==> config.mk <==
export PLATFORM = sky130hd
export DESIGN_NAME = vvalu_config_sequencer
export DESIGN_NICKNAME = d
export VERILOG_FILES = /design/src/rtl/vvalu_config_sequencer.sv
export SDC_FILE = /design/constraint.sdc
export NUM_CORES = 1
export LEC_CHECK = 0
export CORE_MARGIN = 3
export CORE_UTILIZATION = 40
export DETAILED_ROUTE_END_ITERATION = 12
export PLACE_DENSITY = 0.68
export SLEW_MARGIN = 20
export SYNTH_ARGS = -nofsm -noshare
export SYNTH_HDL_FRONTEND = slang
export SYNTH_SLANG_ARGS = --single-unit
==> constraint.sdc <==
create_clock -name clk -period 4.5 [get_ports clk]
set_clock_uncertainty 0.2 [all_clocks]
set_input_delay 0.9 -clock clk [delete_from_list [all_inputs] [get_ports clk]]
set_output_delay 0.9 -clock clk [all_outputs]
set_load 0.05 [all_outputs]
==> src/rtl/vvalu_config_sequencer.sv <==
// Sequences one firmware-field write into a traced ALU: stops tracing, waits for
// the pipeline to drain, broadcasts field/chain/value, then hands tracing back.
module vvalu_config_sequencer #(
  parameter int unsigned MAX_CHAINS   = 4,
  parameter int unsigned DRAIN_CYCLES = 2,
  parameter int unsigned NUM_FIELDS   = 5,
  localparam int unsigned CW = (MAX_CHAINS > 1) ? $clog2(MAX_CHAINS) : 1
) (
  input  logic          clk,
  input  logic          rst,
  input  logic          tracing_req,
  input  logic          cmd_valid,
  input  logic [7:0]    cmd_target,
  input  logic [2:0]    cmd_field,
  input  logic [CW-1:0] cmd_chain,
  input  logic [7:0]    cmd_value,
  output logic          cmd_ready,
  output logic          tracing,
  output logic [7:0]    configId,
  output logic [7:0]    configData,
  output logic          config_valid,
  output logic          busy,
  output logic          err
);

  localparam int unsigned DW      = (DRAIN_CYCLES > 1) ? $clog2(DRAIN_CYCLES) : 1;
  localparam logic [7:0]  IDLE_ID = 8'hFF;

  typedef enum logic [1:0] {
    S_IDLE,
    S_DRAIN,
    S_SEND,
    S_RESUME
  } state_t;

  state_t          state_q, state_d;
  logic [DW-1:0]   cnt_q, cnt_d;
  logic [1:0]      idx_q, idx_d;
  logic [7:0]      tgt_q, tgt_d;
  logic [2:0]      fld_q, fld_d;
  logic [CW-1:0]   chn_q, chn_d;
  logic [7:0]      val_q, val_d;

  logic            cmd_ready_d, tracing_d, config_valid_d, busy_d, err_d;
  logic [7:0]      config_id_d, config_data_d;

  logic            handshake;
  logic            illegal;

  assign handshake = (state_q == S_IDLE) && cmd_valid && cmd_ready;
  assign illegal   = (32'(cmd_field) >= NUM_FIELDS) || (32'(cmd_chain) >= MAX_CHAINS);

  // Next state plus next-cycle output values (outputs are decoded from state_d)
  always_comb begin
    state_d        = state_q;
    cnt_d          = cnt_q;
    idx_d          = idx_q;
    tgt_d          = tgt_q;
    fld_d          = fld_q;
    chn_d          = chn_q;
    val_d          = val_q;
    err_d          = err;
    cmd_ready_d    = 1'b0;
    tracing_d      = 1'b0;
    config_valid_d = 1'b0;
    busy_d         = 1'b0;
    config_id_d    = IDLE_ID;
    config_data_d  = 8'h00;

    case (state_q)
      S_IDLE: begin
        if (handshake) begin
          tgt_d = cmd_target;
          fld_d = cmd_field;
          chn_d = cmd_chain;
          val_d = cmd_value;
          if (illegal) begin
            err_d = 1'b1;
          end else begin
            state_d = S_DRAIN;
            cnt_d   = DW'(DRAIN_CYCLES - 1);
          end
        end
      end
      S_DRAIN: begin
        if (cnt_q == '0) begin
          state_d = S_SEND;
          idx_d   = 2'd0;
        end else begin
          cnt_d = cnt_q - DW'(1);
        end
      end
      S_SEND: begin
        if (idx_q == 2'd2) begin
          state_d = S_RESUME;
        end else begin
          idx_d = idx_q + 2'd1;
        end
      end
      S_RESUME: begin
        state_d = S_IDLE;
      end
      default: begin
        state_d = S_IDLE;
      end
    endcase

    cmd_ready_d = (state_d == S_IDLE);
    tracing_d   = (state_d == S_IDLE) ? tracing_req : 1'b0;
    busy_d      = (state_d != S_IDLE);

    if (state_d == S_SEND) begin
      config_valid_d = 1'b1;
      config_id_d    = tgt_d;
      case (idx_d)
        2'd0:    config_data_d = 8'(fld_d);
        2'd1:    config_data_d = 8'(chn_d);
        default: config_data_d = val_d;
      endcase
    end
  end

  // State and registered outputs; reset also discards any latched command
  always_ff @(posedge clk) begin
    if (rst) begin
      state_q      <= S_IDLE;
      cnt_q        <= '0;
      idx_q        <= '0;
      tgt_q        <= '0;
      fld_q        <= '0;
      chn_q        <= '0;
      val_q        <= '0;
      cmd_ready    <= 1'b0;
      tracing      <= 1'b0;
      configId     <= IDLE_ID;
      configData   <= 8'h00;
      config_valid <= 1'b0;
      busy         <= 1'b0;
      err          <= 1'b0;
    end else begin
      state_q      <= state_d;
      cnt_q        <= cnt_d;
      idx_q        <= idx_d;
      tgt_q        <= tgt_d;
      fld_q        <= fld_d;
      chn_q        <= chn_d;
      val_q        <= val_d;
      cmd_ready    <= cmd_ready_d;
      tracing      <= tracing_d;
      configId     <= config_id_d;
      configData   <= config_data_d;
      config_valid <= config_valid_d;
      busy         <= busy_d;
      err          <= err_d;
    end
  end

endmodule
==> impl_metrics.yaml <==
yosys:
  syn_nets: 202
  synth-seq-cells: 47
  syn_area_um2: 1690
  yosysSeqAreaShare_pct: 55.6
  netlist_top_cells_count: "dfxtp_1, nor2_1, nand2_1"
  yosysMostFrequentCell: "dfxtp_1"
  async_flop_share_pct: 0
  synth_flop_cell: "dfxtp_1"
  syn-instance-count: 171
  avgSynthCellArea_um2: 9.89
  synth_edf_count: 0
  ys_types: 28
  yosysWarningCount: 0
  synthTopCellsByArea: "dfxtp_1, mux2i_1, nor2_1"
  synth.largest_area_cell: "dfxtp_1"
  synth_top_area_share_pct: 55.6
setup_path:
  slowest_delay_ps: 780
  required_ps: 4530
  worstSetupPathType: "input pin to flip-flop"
  worst_setup_path_end_kind: "flip-flop"
  worst-path-max-fanout: 24
  cp-start-kind: "input pin"
  cp.arrival_ps: 3070
  cpMaxStageDelayCell: "a2111oi_4"
  path_cells: "clkdlybuf4s50_1 -> nand3_1 -> buf_4 -> o211ai_1 -> a2111oi_4 -> nand2b_2 -> nor2_1"
placement:
  gp_congestion: 0.824
  dp_hpwl_um: 2390
  pre_cts_slack_ps: 1130
  io_buffers: 45
floorplanning:
  io_pins: 46
  num_rows: 23
  die-area_um2: 5050
  die_w_um: 71.0
  initial_utilization_pct: 42.0
  core_um2: 4030
  die_h_um: 71.0
power:
  power_density_nw_per_um2: 585
  p_leak_uw: 0.000960
  irDropWorstVdd_mv: 0.270
sta:
  finalMaxSlewViolations: 0
  finalCritPeriodShare_pct: 67.5
  tightest_slew_ps: 818
  rsz0062_at_grt: "false"
  min_period_ps: 3040
  fin_setup_tns_ps: 0
  setup_viol: 0
  setup_ws_ps: 1460
  hold_viol_final: 0
  fmax_mhz: 329
  slew_headroom_pct: 45.5
clock_network:
  numCtsBuffers: 5
  clk_pin_slew_ps: 80
  hold_buffers: 0
  cts_tree: "yes"
  cts_setup_buffers: 0
  cts_root_buf: "clkbuf_8"
  clock_sinks: 47
  clock_latency_ps: 290
  htreeDepth: 2
  cts-resized-gates: 0
  clk_path_buf_depth: 2
routing:
  wirelength_um: 3340
  wl_per_cell_um: 12.4
  drc: 0
  antenna_left: 0
  vias: 1307
  drt-vias-per-instance: 4.84
  detailedRoute.firstIterationViolations: 63
  drt_pass1_iterations: 4
global_routing:
  antenna_found_initial: 0
  grt_max_degree: 32
  grt_first_pass_wirelength_um: 5680
  grt-ovfl-total: 0
  gr-usage-met3_pct: 5.26
  use_met2_pct: 22.2
  met1_usage_pct: 17.7
  grt_busiest_layer: "met2"
  grt_pass1_vias: 1254
  grt_usage_pct: 14.3
outcome:
  status: "complete, no violations"
run:
  cap_violations: 0
layout:
  fin_util_pct: 57.1
  drive_gt1_share_pct: 7.73
  final_nets: 250
  syn_to_final_growth_pct: 35.9
  n_antenna_cell: 0
worst_hold_path:
  hold_path_class: "flip-flop to flip-flop"
sequential cells by signal, indices dropped and copies added (netlist names):
| register | flops |
|---|---|
| busy | 1 |
| chn_q | 2 |
| cmd_ready | 1 |
| cnt_q | 1 |
| configData | 8 |
| configId | 8 |
| config_valid | 1 |
| err | 1 |
| fld_q | 3 |
| idx_q | 2 |
| state_q | 2 |
| tgt_q | 8 |
| tracing | 1 |
| val_q | 8 |
layout by cell type (no fill, tap or decap), drive strengths merged, types with 2 or more instances in the layout:
master         instances
ha                     6
nor2b                  2
mux2i                 17
nor2                  35
o21ai                  4
a21oi                 13
clkinv                 2
buf                    2
inv                    4
dfxtp                 47
nand2                 21
a211oi                 2
clkdlybuf4s50         45
a32oi                  2
clkbuf                 5
o21a                   2
per-stage QoR:
stage / instance area [um2] / instances / power, uW / hold WS, ps
finish: 2300 / 270 / 1350 / 275
global route: 2300 / 270 / 1430 / 310
CTS: 2300 / 270 / 1360 / 276
detailed placement: 2190 / 262 / 1060 / 261
global placement: 2190 / 262 / 1040 / 250
floorplan: 1690 / 171 / 910 / 241
layout make-up:
| class | instances | area (um2) |
|---|---|---|
| multi-input cells | 114 | 703 |
| inverters | 4 | 15.0 |
| repair buffers | 47 | 465 |
| clock buffers | 5 | 68.8 |
| flip-flops and latches | 47 | 941 |
| fillers | 354 | 1730 |
| well taps | 50 | 62.6 |
| clock inverters | 3 | 43.8 |
critical path, delay by kind of cell:
family / cells / cell delay, ps
compound gates: 2 / 1010
buf+inv: 2 / 750
simple gates: 3 / 400
final timing paths:
path / slack [ps] / end / startpoint / depth (start not counted)
worst min register to register: 280 / chn_q[0]$_SDFF_PP0_ / chn_q[0]$_SDFF_PP0_ / 2
worst max register to register: 1800 / configData[3]$_SDFF_PP0_ / state_q[0]$_SDFF_PP0_ / 8
worst max-delay path: 1460 / configData[3]$_SDFF_PP0_ / cmd_valid / 7
worst min-delay path: 280 / chn_q[0]$_SDFF_PP0_ / chn_q[0]$_SDFF_PP0_ / 2
layer usage:
metal | routed length, um | vias up
met1 | 1490 | 596
met5 | 0 | -
met2 | 1600 | 42
met4 | 59 | 0
li1 | - | 665
met3 | 200 | 4
power by group:
group          switching, uW  internal, uW  total [uW]  leakage, uW
logic                    337           195         532     0.000519
registers               23.0           487         510     0.000382
clock network            138           165         303    0.0000581
total                    498           848        1350     0.000960
cell families after synthesis:
| kind of cell | Yosys count | synth area share [%] |
|---|---|---|
| multiplexers | 17 | 10.1 |
| buffers and inverters | 10 | 2.81 |
| adder cells (fa/ha/maj) | 6 | 4.44 |
| AND/OR/NAND/NOR | 64 | 15.8 |
| AO/OA/AOI/OAI | 27 | 11.3 |
| flip-flops | 47 | 55.6 |
Power figures use the tool's default switching activity.
